--- src/rtl/video_mem_arbiter.sv ---
// Single-port pixel memory arbiter: shares one memory between a scanout prefetch FIFO and a host port.
// Optional sticky underflow detection is compiled in with the macro VIDEO_ARB_UNDERFLOW_EN.
module video_mem_arbiter #(
  parameter int ADDR_W     = 19,
  parameter int DATA_W     = 24,
  parameter int FRAME_PIX  = 307200,
  parameter int FIFO_DEPTH = 4,
  parameter int LOW_WM     = 2
) (
  input  logic              clk,
  input  logic              reset_n,
  input  logic              vsync,
  input  logic              pix_pop,
  output logic [DATA_W-1:0] pix_data,
  input  logic              host_req,
  input  logic              host_we,
  input  logic [ADDR_W-1:0] host_addr,
  input  logic [DATA_W-1:0] host_wdata,
  output logic              host_gnt,
  output logic [DATA_W-1:0] host_rdata,
  output logic              host_rvalid,
  output logic              mem_en,
  output logic              mem_we,
  output logic [ADDR_W-1:0] mem_addr,
  output logic [DATA_W-1:0] mem_wdata,
  input  logic [DATA_W-1:0] mem_rdata,
  output logic              underflow
);

  localparam int PTR_W = $clog2(FIFO_DEPTH);
  localparam int CNT_W = PTR_W + 1;
  localparam int LVL_W = CNT_W + 1;
  localparam logic [ADDR_W-1:0] LAST_ADDR = ADDR_W'(FRAME_PIX - 1);
  localparam logic [LVL_W-1:0]  LOW_LVL   = LVL_W'(LOW_WM);
  localparam logic [LVL_W-1:0]  FULL_LVL  = LVL_W'(FIFO_DEPTH);

  typedef enum logic [1:0] {
    OWN_NONE = 2'd0,
    OWN_VID  = 2'd1,
    OWN_HOST = 2'd2
  } owner_e;

  owner_e            owner;
  logic [DATA_W-1:0] fifo_q [FIFO_DEPTH];
  logic [PTR_W-1:0]  wr_ptr_q, wr_ptr_d;
  logic [PTR_W-1:0]  rd_ptr_q, rd_ptr_d;
  logic [CNT_W-1:0]  cnt_q, cnt_d;
  logic [ADDR_W-1:0] vid_addr_q, vid_addr_d;
  logic              inflight_q;
  logic              vsync_q;
  logic              flush_q;
  logic              rd_pend_q;
  logic [LVL_W-1:0]  lvl;
  logic              empty;
  logic              fetch;
  logic              push;
  logic              pop;

  assign empty = (cnt_q == '0);
  assign lvl   = LVL_W'(cnt_q) + LVL_W'(inflight_q);

  // Owner selection; the level counts the outstanding fetch so the FIFO can never overflow.
  always_comb begin
    owner = OWN_NONE;
    if (!reset_n) begin
      owner = OWN_NONE;
    end else if (flush_q) begin
      owner = host_req ? OWN_HOST : OWN_NONE;
    end else if (lvl < LOW_LVL) begin
      owner = OWN_VID;
    end else if (host_req) begin
      owner = OWN_HOST;
    end else if (lvl < FULL_LVL) begin
      owner = OWN_VID;
    end
  end

  assign fetch    = (owner == OWN_VID);
  assign host_gnt = (owner == OWN_HOST);

  always_comb begin
    mem_en    = 1'b0;
    mem_we    = 1'b0;
    mem_addr  = '0;
    mem_wdata = '0;
    case (owner)
      OWN_VID: begin
        mem_en   = 1'b1;
        mem_addr = vid_addr_q;
      end
      OWN_HOST: begin
        mem_en   = 1'b1;
        mem_we   = host_we;
        mem_addr = host_addr;
        if (host_we) mem_wdata = host_wdata;
      end
      default: ;
    endcase
  end

  // A return arriving in the flush cycle belongs to the old frame and is dropped.
  assign push = inflight_q & ~flush_q;
  assign pop  = pix_pop & ~empty;

  always_comb begin
    wr_ptr_d   = wr_ptr_q;
    rd_ptr_d   = rd_ptr_q;
    cnt_d      = cnt_q;
    vid_addr_d = vid_addr_q;
    if (flush_q) begin
      wr_ptr_d   = '0;
      rd_ptr_d   = '0;
      cnt_d      = '0;
      vid_addr_d = '0;
    end else begin
      if (push) wr_ptr_d = wr_ptr_q + 1'b1;
      if (pop)  rd_ptr_d = rd_ptr_q + 1'b1;
      cnt_d = cnt_q + CNT_W'(push) - CNT_W'(pop);
      if (fetch) vid_addr_d = (vid_addr_q == LAST_ADDR) ? '0 : vid_addr_q + 1'b1;
    end
  end

  always_ff @(posedge clk or negedge reset_n) begin
    if (!reset_n) begin
      wr_ptr_q   <= '0;
      rd_ptr_q   <= '0;
      cnt_q      <= '0;
      vid_addr_q <= '0;
      inflight_q <= 1'b0;
      vsync_q    <= 1'b0;
      flush_q    <= 1'b0;
      rd_pend_q  <= 1'b0;
    end else begin
      wr_ptr_q   <= wr_ptr_d;
      rd_ptr_q   <= rd_ptr_d;
      cnt_q      <= cnt_d;
      vid_addr_q <= vid_addr_d;
      inflight_q <= fetch;
      vsync_q    <= vsync;
      flush_q    <= vsync & ~vsync_q;
      rd_pend_q  <= host_gnt & ~host_we;
    end
  end

  always_ff @(posedge clk) begin
    if (push) fifo_q[wr_ptr_q] <= mem_rdata;
  end

  assign pix_data    = empty ? '0 : fifo_q[rd_ptr_q];
  assign host_rvalid = rd_pend_q;
  assign host_rdata  = rd_pend_q ? mem_rdata : '0;

`ifdef VIDEO_ARB_UNDERFLOW_EN
  logic udf_q;

  always_ff @(posedge clk or negedge reset_n) begin
    if (!reset_n) begin
      udf_q <= 1'b0;
    end else if (flush_q) begin
      udf_q <= 1'b0;
    end else if (pix_pop && empty) begin
      udf_q <= 1'b1;
    end
  end

  assign underflow = udf_q;
`else
  assign underflow = 1'b0;
`endif

endmodule

--- config.mk ---
export PLATFORM = sky130hd
export DESIGN_NAME = video_mem_arbiter
export DESIGN_NICKNAME = d
export VERILOG_FILES = /design/src/rtl/video_mem_arbiter.sv
export SDC_FILE = /design/constraint.sdc
export NUM_CORES = 1
export LEC_CHECK = 0
export ABC_CLOCK_PERIOD_IN_PS = 6800
export BUFFER_PORTS_ARGS = -buffer_cell sky130_fd_sc_hd__buf_2
export CAP_MARGIN = 10
export CORE_AREA = 5 5 124 126
export DETAILED_ROUTE_END_ITERATION = 16
export DIE_AREA = 0 0 129 131
export PLACE_DENSITY = 0.68
export SETUP_SLACK_MARGIN = 0.05
export SYNTH_ARGS = -nofsm -noshare
export SYNTH_HDL_FRONTEND = slang
export SYNTH_SLANG_ARGS = --single-unit
--- constraint.sdc ---
create_clock -name clk -period 6.8 [get_ports clk]
set_input_delay 0.68 -clock clk [delete_from_list [all_inputs] [get_ports clk]]
set_output_delay 0.68 -clock clk [all_outputs]
set_load 0.02 [all_outputs]
# [Yosys cells after proc, flatten, opt, wreduce, memory -nomap -nowiden]
# Memory sizes are Yosys's and may differ from the RTL's.
# Cells that the tools add are included.
[op_classes] addsub=6 magnitude_cmp=2 eq_ne=3 muxes=23 bitwise=8 n_reduce_logical=5
[ops] operator="24-bit 2-to-1 mux" count=4
[ops] operator="19-bit 2-to-1 mux" count=3
[ops] operator="19-bit case mux with 2 select lines" count=1
[ops] operator="19-bit by 1-bit adder with 19-bit output (second input constant)" count=1
[ops] operator="19-bit equality test (second input constant)" count=1
[ops] operator="2-bit 2-to-1 mux" count=9
[ops] operator="2-bit nonzero test" count=3
[ops] operator="1-bit 2-to-1 mux" count=5
[ops] operator="2-bit by 1-bit adder with 2-bit output (second input constant)" count=2
[ops] operator="3-bit by 1-bit adder with 4-bit output" count=1
[ops] operator="1-bit AND" count=4
[ops] operator="4-bit by 2-bit < comparator with 1-bit output (second input constant)" count=1
[ops] operator="4-bit by 3-bit < comparator with 1-bit output (second input constant)" count=1
[ops] operator="1-bit NOT" count=4
[ops] operator="3-bit by 1-bit adder with 3-bit output" count=1
[ops] operator="3-bit zero test" count=1
[ops] operator="3-bit 2-to-1 mux" count=1
[ops] operator="3-bit by 1-bit subtractor with 3-bit output" count=1
[ops] operator="2-bit by 1-bit equality test with 1-bit output (second input constant)" count=1
[ops] operator="2-bit equality test (second input constant)" count=1
[ops] operator="2-bit OR reduction" count=1
[word_totals] ff_bits=30 mem_bits_rw=96 inputBits=73 output_inout_bits=96 wordCells=56 n_memories=1
[memory_table] name="fifo_q" depth=4 width=24 rd=1 rd_ports_with_merged_regs=0 write_ports=1 line_no="44" rtl="logic [DATA_W-1:0] fifo_q [FIFO_DEPTH];"

# [Logic depth before layout (Yosys ltp)]
[logic_depth] ltp_word=10 ltp_mapped=12 mapped_depth_nobuf=11

# [Worst setup path after synthesis]
# Ideal clock, no wire load.
[synth_timing] path_kind="register to output" start="register inflight_q" end="output mem_addr[0]" arrival_ns=2.591 required_ns=6.120 path_slack_ns=3.529 path_stages_with_launch=11 n_path_buf=2 path_cell_list="dfrtp_1 -> and2_1 -> ha_1 -> xor2_1 -> or3_1 -> o211ai_1 -> ha_1 -> clkbuf_1 -> clkbuf_1 -> a22oi_1 -> nor2_1"
[synth_between] elab_chain_len=9 word_cells_on_any_way=11 classes_between="1 x add/sub; 2 x order compare; 2 x eq/ne; 6 x mux"
[synth_rtl] element="start: declaration" line_no="49" rtl="logic inflight_q;"
[synth_rtl] element="start signal: assignment" line_no="138" rtl="inflight_q <= fetch;"
[synth_rtl] element="3-bit by 1-bit adder with 4-bit output (*)" line_no="60" rtl="assign lvl = LVL_W'(cnt_q) + LVL_W'(inflight_q);"
[synth_rtl] element="4-bit by 3-bit < comparator with 1-bit output" line_no="73" rtl="end else if (lvl < FULL_LVL) begin"
[synth_rtl] element="1-bit 2-to-1 mux" line_no="73"
[synth_rtl] element="2-bit 2-to-1 mux" line_no="71" rtl="end else if (host_req) begin"
[synth_rtl] element="2-bit 2-to-1 mux (*)" line_no="69" rtl="end else if (lvl < LOW_LVL) begin"
[synth_rtl] element="2-bit 2-to-1 mux (*)" line_no="67" rtl="end else if (flush_q) begin"
[synth_rtl] element="2-bit 2-to-1 mux (*)" line_no="65" rtl="if (!reset_n) begin"
[synth_rtl] element="2-bit by 1-bit equality test with 1-bit output (*)"
[synth_rtl] element="via fetch" line_no="55" rtl="logic fetch;"
[synth_rtl] element="19-bit case mux with 2 select lines (*)" line_no="86" rtl="case (owner)"
[synth_rtl] element="end: declaration" line_no="24" rtl="output logic [ADDR_W-1:0] mem_addr,"
# The timed path passes the listed nets; every way through them passes the cells marked *.

# [Final worst setup path]
[layout_timing] start="register inflight_q" end="output mem_addr[2]"
# The elaborated chain is that of the path after synthesis.

==> results.ini <==
[sta]
finalHoldViolCount = 0
finClkSkew_ns = 0.00719
setup_viol = 0
fin_hold_ws_ns = 0.326
relSlewSlack_pct = 26.4
max_freq_mhz = 248
slew_viol_final = 0
post-route-period-util_pct = 59.3
rsz0062_at_grt = no
period_minus_slack_ns = 4.03
worst_slew_pin_slew_ns = 1.10
fin_tns_setup_ns = 0

[clock_network]
root_buffer = clkbuf_16
ctsHoldBuffers = 0
cts_buffers = 17
cts-resized-gates = 0
cts_tree = yes
htree_levels = 4
clock-sinks = 126
clock_latency_ns = 0.42
cts_setup_buffers = 0
clkTransAtPathRegs_ns = 0.05
clockBufferDepth = 2

[outcome]
status = finished, final reports clean

[logic_synthesis]
seq_area_frac_synth_pct = 59.7
yosys_warnings = 0
synth_cell_types = 54
syn_area_per_cell_um2 = 13.4
syn_inst = 455
synthesis.nets = 540
syn_area_mm2 = 0.00609
synth_seq_cells = 126

[layout]
mostFrequentLayoutCells = 167 x buf_2, 96 x edfxtp_1, 32 x and2_1, 32 x nor2_1, 31 x nor2b_1
multi_input_area_mm2 = 0.00225
drive_above_1_share_pct = 38.1
final_common_cell = buf_2
fin_nets = 702
n_fill_cell = 1213
diodes = 0
layout.area.seq_mm2 = 0.00363
fin_cells = 814
area_growth_pct = 26.0
fin_area_mm2 = 0.00767

[global_route]
grt_first_pass_wirelength_um = 21100
antenna_found_initial = 0
grt_use_total_pct = 16.3
grt_pass1_vias = 4193
grt_max_degree = 47
grt.overflow.total = 0

[worst_setup_path]
required_ns = 6.12
path_delay_family = adder cells
critPathArrivalTime_ns = 3.35
end_kind = output port
worstSetupStartpointType = flop
cpMostUsedCell = ha_1
crit_buf_inv = 1
crit_slowest_cell = ha_1
worstPathMaxFanout = 30
max_stage_delay_ns = 0.94
criticalPathCategory = flop to output port
crit_chain = and2_1 > ha_1 > xor2_1 > or3_1 > o211ai_1 > ha_1 > a22oi_1 > nor2_1 > buf_2

[placement]
dpl.hpwl_um = 9260
dp.cells = 781
globalplace.congestion = 0.802
io_buffer_count = 167
postPlaceCellArea_mm2 = 0.00704

[die]
die_area_mm2 = 0.0169
ios = 169
die_y_um = 131
fp.coreArea_mm2 = 0.0142
start_util_pct = 42.9
die_w_um = 129
fp-row-count = 44

[worst_hold_path]
hold_path_class = primary input to async pin

[pwr]
leakage_uw = 0.00324
power.density_mw_per_mm2 = 373
power_frac_clock_pct = 31.7
p_seq_share_pct = 36.3
internal-power_uw = 1900
pwr-share-comb_pct = 31.9
p_sw_share_pct = 33.6
vdd_ir_drop_max_mv = 0.211
total_power_uw = 2860
switchingPower_uw = 960

[routing]
num_vias = 4282
detail_route.wl_per_cell_um = 16.9
viasPerCell = 5.26
ant_nets = 0
drt-total-wl_um = 13800
drtIter0Drc = 206
dr.pass1.iters = 4
drt_drc_violations_left = 0

[run]
maxCapViolations = 0

[cell usage after synthesis, drive strengths merged]
master,count,area [µm²]
o21bai,4,30.0
nor2b,31,194
o21ai,10,50.0
xor2,5,43.8
o31a,1,8.76
mux2i,1,10.0
and2,32,200
nor3,3,15.0
nand3,10,60.1
and4bb,1,12.5
or3b,2,17.5
o2111ai,2,17.5
a22oi,19,143
a311oi,2,17.5
dfrtp,30,751
or4b,1,10.0
nor2,32,120
fa,1,20.0
and3,28,176
inv,13,48.8
a31oi,3,18.8
or3,4,25.0
and4,3,27.5
ha,11,138
mux4,24,541
nor4,2,12.5
a21oi,7,35.0
or4,2,18.8
nand2,18,70.1
o211ai,7,52.6
xnor2,3,26.3
o41ai,2,17.5
edfxtp,96,2880
clkbuf,22,106
o221ai,1,8.76
nand3b,1,7.51
nand4,7,65.1
buf,9,57.6
nand2b,2,12.5
conb,1,3.75
nor3b,2,15.0
[path summary, 6_finish.rpt]
check / from / endpoint / slack, ns / cells past startpoint
hold reg to reg: vsync_q / flush_q / 0.40 / 1
max in group asynchronous: reset_n / rd_ptr_q[0] / 5.96 / 1
setup reg to reg: inflight_q / vid_addr_q[2] / 3.17 / 10
min in group clk: vsync / vsync_q / 0.38 / 1
setup / recovery: inflight_q / mem_addr[2] / 2.77 / 9
hold / removal: reset_n / vsync_q / 0.33 / 1
[sequential cells by signal, summed over array words and instances, names as in the netlist]
register     flops
vid_addr_q      19
wr_ptr_q         2
fifo_q          96
rd_ptr_q         2
cnt_q            3
flush_q          1
inflight_q       1
vsync_q          1
host_rvalid      1
[final cells by class]
type,instances,share of cell area (%)
timing repair buffer,174,11.8
clock inverter,13,2.14
multi-input combinational,285,29.3
clock buffer,19,5.77
sequential,126,47.4
inverter,13,0.636
tap,184,3.00
[layer usage]
layer	GRT usage (%)	share of wire, %	wire [µm]
met1	20.2	41	5680
met2	27.5	51	7080
met3	5.08	6.3	872
met4	5.13	0.96	132
met5	0	0	0
[through the flow]
step / worst slack (ns) / util [%]
final: 2.77 / 54.0
after global routing: 2.48 / 54.0
after CTS: 2.65 / 53.8
after detailed placement: 2.85 / 49.6
after global placement: 3.10 / 49.6
after floorplan: 3.53 / -
[power by group through the flow]
stage	clock network [µW]	logic (µW)	registers [µW]
finish	908	914	1040
global route	969	998	1060
CTS	928	926	1040
detailed placement	0	921	1060
global placement	0	899	1050
floorplan	0	700	979
[kinds of logic after synthesis]
| logic type | synth area share, % |
|---|---|
| simple gates | 17.4 |
| flops | 59.7 |
| compound gates | 6.56 |
| buf+inv | 3.49 |
| mux | 9.04 |
| fa+ha+maj | 2.59 |
| xor+xnor | 1.15 |
| other cells | 0.0616 |
[worst reg2reg max path, delay by kind of cell (launching register included)]
family                     cells  cell delay, ns
adders and majority gates      2            1.12
and+or+nand+nor                3            0.85
AOI/OAI and AO/OA              3            0.66
DFF                            1            0.43
buffers and inverters          1            0.32
xor gates and xnor gates       1            0.17
Power figures use the tool's default switching activity.
